### config.mk
export PLATFORM = sky130hd
export DESIGN_NAME = fc_param_loader
export DESIGN_NICKNAME = d
export VERILOG_FILES = /design/src/rtl/fc_pkg.sv /design/src/rtl/fc_beat_counter.sv /design/src/rtl/fc_param_loader.sv
export SDC_FILE = /design/constraint.sdc
export NUM_CORES = 1
export LEC_CHECK = 0
export CORE_ASPECT_RATIO = 2
export CORE_MARGIN = 5
export CORE_UTILIZATION = 40
export DETAILED_ROUTE_END_ITERATION = 8
export HOLD_SLACK_MARGIN = 0.05
export PLACE_DENSITY_LB_ADDON = 0.25
export SYNTH_ARGS = -nofsm -noshare
export SYNTH_HDL_FRONTEND = slang
export SYNTH_HIERARCHICAL = 1
export SYNTH_SLANG_ARGS = --single-unit
export TNS_END_PERCENT = 1
### constraint.sdc
create_clock -name clk -period 8.6 [get_ports clk]
set_clock_uncertainty 0.15 [all_clocks]
set_input_delay 1.72 -clock clk [delete_from_list [all_inputs] [get_ports clk]]
set_output_delay 1.72 -clock clk [all_outputs]
set_load 0.02 [all_outputs]
### src/rtl/fc_pkg.sv
// Shared state encoding and checksum configuration for the FC parameter loader.
// Defining FC_LOADER_CHECKSUM_EN adds the trailing checksum beat and the CHECK state.
package fc_pkg;

`ifdef FC_LOADER_CHECKSUM_EN
  localparam bit ChecksumEn = 1'b1;
`else
  localparam bit ChecksumEn = 1'b0;
`endif

  localparam int unsigned StateWidth = 3;

  typedef enum logic [StateWidth-1:0] {
    StIdle    = 3'd0,
    StWeights = 3'd1,
    StBiases  = 3'd2,
`ifdef FC_LOADER_CHECKSUM_EN
    StCheck   = 3'd3,
`endif
    StCommit  = 3'd4
  } fc_state_e;

endpackage

### src/rtl/fc_beat_counter.sv
// Beat counter for one load phase; flags the final beat of the phase against a runtime limit.
module fc_beat_counter #(
  parameter int unsigned CntWidth = 4
) (
  input  logic                clk,
  input  logic                rst,
  input  logic                clear,
  input  logic                inc,
  input  logic [CntWidth-1:0] limit,
  output logic [CntWidth-1:0] count,
  output logic                last
);

  logic [CntWidth-1:0] count_q;

  always_ff @(posedge clk) begin
    if (rst || clear) begin
      count_q <= '0;
    end else if (inc) begin
      count_q <= count_q + CntWidth'(1);
    end
  end

  assign count = count_q;
  assign last  = (count_q == limit - CntWidth'(1));

endmodule

### src/rtl/fc_param_loader.sv
// Streams FC layer weights then biases into flat images and strobes a commit.
// Optional FC_LOADER_CHECKSUM_EN: one extra beat must equal the modulo sum of all beats.
module fc_param_loader
  import fc_pkg::*;
#(
  parameter int unsigned INPUT_SIZE  = 16,
  parameter int unsigned OUTPUT_SIZE = 4,
  parameter int unsigned ACTIV_BITS  = 8
) (
  input  logic                                      clk,
  input  logic                                      rst,
  input  logic                                      start,
  input  logic                                      abort,
  input  logic                                      s_valid,
  input  logic [ACTIV_BITS-1:0]                     s_data,
  output logic                                      s_ready,
  output logic [OUTPUT_SIZE*INPUT_SIZE*ACTIV_BITS-1:0] weights_out,
  output logic [OUTPUT_SIZE*ACTIV_BITS-1:0]         biases_out,
  output logic                                      load_weights,
  output logic                                      load_biases,
  output logic                                      busy,
  output logic                                      done,
  output logic                                      err
);

  localparam int unsigned NumWeights = OUTPUT_SIZE * INPUT_SIZE;
  localparam int unsigned CntWidth   = $clog2(NumWeights + 1);

  fc_state_e state_q;
  logic [NumWeights*ACTIV_BITS-1:0]  weights_q;
  logic [OUTPUT_SIZE*ACTIV_BITS-1:0] biases_q;

  logic                accept;
  logic                cnt_inc;
  logic                cnt_clear;
  logic                cnt_last;
  logic [CntWidth-1:0] cnt;
  logic [CntWidth-1:0] cnt_limit;

`ifdef FC_LOADER_CHECKSUM_EN
  logic [ACTIV_BITS-1:0] sum_q;
  logic                  err_q;
  assign err = err_q;
`else
  assign err = 1'b0;
`endif

  assign busy         = (state_q != StIdle);
  assign s_ready      = busy && (state_q != StCommit);
  assign load_weights = (state_q == StCommit);
  assign load_biases  = (state_q == StCommit);
  assign done         = (state_q == StCommit);
  assign weights_out  = weights_q;
  assign biases_out   = biases_q;

  assign accept    = s_valid && s_ready;
  assign cnt_inc   = accept && !abort && ((state_q == StWeights) || (state_q == StBiases));
  // Clearing while idle guarantees every session starts counting from zero.
  assign cnt_clear = (state_q == StIdle) || abort || (cnt_inc && cnt_last);
  assign cnt_limit = (state_q == StWeights) ? CntWidth'(NumWeights) : CntWidth'(OUTPUT_SIZE);

  fc_beat_counter #(
    .CntWidth (CntWidth)
  ) u_beat_counter (
    .clk   (clk),
    .rst   (rst),
    .clear (cnt_clear),
    .inc   (cnt_inc),
    .limit (cnt_limit),
    .count (cnt),
    .last  (cnt_last)
  );

  always_ff @(posedge clk) begin
    if (rst) begin
      state_q   <= StIdle;
      weights_q <= '0;
      biases_q  <= '0;
`ifdef FC_LOADER_CHECKSUM_EN
      sum_q     <= '0;
      err_q     <= 1'b0;
`endif
    end else if (abort && (state_q != StIdle)) begin
      // Abort wins over a same-cycle beat; images keep whatever was already written.
      state_q <= StIdle;
    end else begin
      unique case (state_q)
        StIdle: begin
          if (start) begin
            state_q <= StWeights;
`ifdef FC_LOADER_CHECKSUM_EN
            sum_q   <= '0;
            err_q   <= 1'b0;
`endif
          end
        end
        StWeights: begin
          if (accept) begin
            weights_q[int'(cnt)*ACTIV_BITS +: ACTIV_BITS] <= s_data;
`ifdef FC_LOADER_CHECKSUM_EN
            sum_q <= sum_q + s_data;
`endif
            if (cnt_last) state_q <= StBiases;
          end
        end
        StBiases: begin
          if (accept) begin
            biases_q[int'(cnt)*ACTIV_BITS +: ACTIV_BITS] <= s_data;
`ifdef FC_LOADER_CHECKSUM_EN
            sum_q <= sum_q + s_data;
            if (cnt_last) state_q <= StCheck;
`else
            if (cnt_last) state_q <= StCommit;
`endif
          end
        end
`ifdef FC_LOADER_CHECKSUM_EN
        StCheck: begin
          if (accept) begin
            if (s_data == sum_q) begin
              state_q <= StCommit;
            end else begin
              state_q <= StIdle;
              err_q   <= 1'b1;
            end
          end
        end
`endif
        StCommit: state_q <= StIdle;
        default:  state_q <= StIdle;
      endcase
    end
  end

endmodule

==> flow_results.org <==
** Drt
- In this run, the number of DRC markers left after iteration 0 of detailed routing was 1208.
- Drt first pass iters :: 7
- Dividing the detail-routed wire length by the instance count gives 23.5 µm.
- ANT nets after route :: 0
- Across all layers, the routed design uses about 19000 vias.
- # DRC :: 0
- Via/cell ratio :: 5.24
- Total detailed-routing wirelength :: approximately 87 mm

** Setup path
- Class of the most critical setup path :: in -> reg
- STA classifies the critical path startpoint as a primary input.
- The critical path goes through clkdlybuf4s50_1, nor2b_1, and3_1, nand4_1, nor2_2, mux2i_1, nor2_1.
- The critical path ends at weights_out[79].
- Reg2Reg Depth :: 10
- Among all stages on the critical path, the largest delay is contributed by and3_1.
- Maximum single-stage delay on the critical path :: 0.82 ns
- Setup crit start :: s_valid
- STA puts the critical path data arrival time at about 5.2 ns.
- Worst r2r src :: u_beat_counter/count[1]
- Along the worst path, the maximum fanout reaches 12.
- At the worst endpoint, the required time is roughly 8.9 ns.
- Endpoint of the worst register-to-register path :: weights_out[79]
- Register-to-register setup slack :: around 3.8 ns
- Endpoint type of the worst setup path :: flip-flop

** Power and ir drop
- For this design the static power due to leakage is 10.7 nW.
- Overall power consumption after layout is estimated at 4.98 mW.
- In this run the power density over the cells is around 160 nW/µm².
- IR Drop Worst-Case VDD :: between 0.15 and 0.2 mV

** Layout
- The library cell used most frequently in the layout, excluding fill and tap cells, is dfxtp_1.
- For this run, the post-layout net count is 2938.
- The post-route netlist has approximately 7.4% of its cells at a drive strength greater than 1.
- Counting the fill cells in the layout gives approximately 5000.
- The area growth from synthesis to layout is 34.6%.
- Area used by multi-input combinational logic :: 10900 µm²
- Commonest non-fill, non-tap cells in the layout :: dfxtp_1 (554), clkdlybuf4s50_1 (553), mux2i_1 (368)
- Sequential Area :: roughly 11000 µm²

** Synth
- Sequential area share after synthesis :: 49.0%
- Among all flip-flop cells after synthesis, the most frequent one is dfxtp_1.
- Mean area per synthesized cell :: 9.32 µm²
- Post-synthesis cell count :: roughly 2400
- Summed instance area of the synthesized netlist :: roughly 23000 µm²
- Warning count from the yosys run :: 6
- The netlist uses 73 different library cells.
- Post-synth EDFFs :: 0
- #FFs+latches synth :: about 550
- Async set-reset flop share out of synthesis :: 0%

** Floorplan
- Count of standard-cell rows :: 123
- Die width :: 178 µm
- Initial standard-cell utilization of the core :: roughly two fifths
- I/O pins :: between 500 and 600
- Die H :: 346 µm
- Core area :: about 56000 µm²
- The die covers between 60000 and 70000 µm².

** Clock tree
- Clock tree from TritonCTS :: done
- Inserted Clock Buffers :: 48
- After clock tree synthesis, the clock-pin slew on the worst setup and hold paths is ~0.070 ns.
- Total of cells resized after clock tree synthesis :: 0
- Buffer cell driving the clock tree root :: clkbuf_16
- At the later pin of the worst-skew pair, clock insertion delay measures just under 0.6 ns.
- No sink is reached through more buffers than the 3 on the longest clock path.
- Count of hold-fix buffers inserted at cts :: 0
- The clock net in this run drives a total of 554 sinks.
- Post-CTS setup buffer count :: 0
- In this run the number of H-tree levels came out at 2.

** Timing
- After routing, the total negative slack on setup checks comes to 0 ns.
- Setup repair after global routing left no endpoint under its margin.
- Measured against its own limit, the worst slew margin works out to 15.5%.
- For the finished layout, the period the worst path requires is 4.91 ns.
- Transition time at the pin with the least slew margin :: 1.26 ns
- Setup violations remaining at the end of the flow were counted as 0.
- The final hold violation count was 0.
- Timing-limited maximum frequency :: between 200 and 250 MHz
- Fin crit share :: a little under three fifths
- Final max-slew violation count :: 0

** GRT
- In the global route stage, overall resource usage came out at a little over a quarter.
- Initial antenna violation count :: 0
- The number of global-route vias before repair came to approximately 20000.
- Overflow left after global routing :: 0
- Global-route wire length before repair :: 128 mm
- Largest net degree at the start of global routing :: about 130

** Outcome
- The flow ran to the end, and the final reports show no timing, DRC or antenna violations.

** Worst hold path
- In this run the worst hold path is classified as reg -> reg.

** Place
- Final weighted congestion of routability-driven global placement :: roughly 0.89
- Post-detailed-placement half-perimeter wirelength :: 64.4 mm
- Input/output buffers :: about 560

** Job
- Across the run, the number of max-cap violations was 0.
## critical path, delay by kind of cell
kind          cells  cell delay [ns]
mux               1             0.27
buf+inv           1             0.53
simple gates      5             2.67
## cell families after synthesis
| logic type | synth area share (%) |
|---|---|
| adder cells (fa/ha/maj) | 0.221 |
| other | 0.0166 |
| flip-flops | 49.0 |
| buffers and inverters | 3.28 |
| multiplexers | 17.3 |
| AO/OA/AOI/OAI | 6.35 |
| XOR/XNOR | 0.614 |
| AND/OR/NAND/NOR | 23.2 |
## power breakdown
group	total, mW	internal [mW]	switching [mW]
Combinational	0.119	0.0309	0.0877
Sequential	2.57	2.56	0.000989
Clock	2.30	1.29	1.01
## worst min path at each step
stage,start,end,depth (start not counted)
finish,weights_out[417],weights_out[417],2
global placement,weights_out[455],weights_out[455],2
global route,weights_out[417],weights_out[417],2
CTS,weights_out[417],weights_out[417],2
floorplan,state_q[1],state_q[0],1
detailed placement,weights_out[417],weights_out[417],2
## state kept, by name, summed over array words and instances (netlist names)
signal,cells
u_beat_counter/count,7
biases_out,32
weights_out,512
state_q,3
## final cells by class
cell class | instances | share of cell area, %
multi-input cells | 1716 | 35.8
inverters | 13 | 0.177
clock inverters | 21 | 0.773
repair buffers | 588 | 19.0
clock buffers | 68 | 4.69
well taps | 750 | 3.08
flip-flops and latches | 554 | 36.4
diodes | 1 | 0.00822
## metrics by stage
stage                     utilization [%]  cell area [µm²]  setup WS, ns  instances  hold slack [ns]
after floorplan                         -            22700          4.99       2443            0.322
after global placement               51.2            28800          3.26       3621            0.295
after detailed placement             51.2            28800          3.21       3621            0.298
after CTS                            54.2            30400          3.79       3710            0.309
after global routing                 54.2            30400          3.47       3710            0.324
final                                54.2            30400          3.69       3711            0.306
## metal layers
layer | GRT usage (%) | vias up | wire [µm]
li1 | - | 9123 | -
met1 | 29.7 | 9344 | 31400
met2 | 49.0 | 812 | 44800
met3 | 6.64 | 172 | 6830
met4 | 12.1 | 0 | 4240
met5 | 0 | - | 0
## synth_stat cells (all sizes together) (9+ instances only)
master,n,area [µm²]
dfxtp,554,11100
nand2b,155,970
nor3,26,234
nor2,388,1570
or2,11,68.8
nand3b,37,278
nand4,10,68.8
a21oi,96,480
clkbuf,112,423
o21ai,123,616
nand2,215,807
nor4,9,68.8
and2,43,269
nor2b,41,257
or3,15,93.8
nand3,54,293
mux2,20,225
mux2i,368,3680
inv,12,45.0
buf,48,265
nor3b,9,88.8
Note: power is estimated with default switching activity, not from simulation.
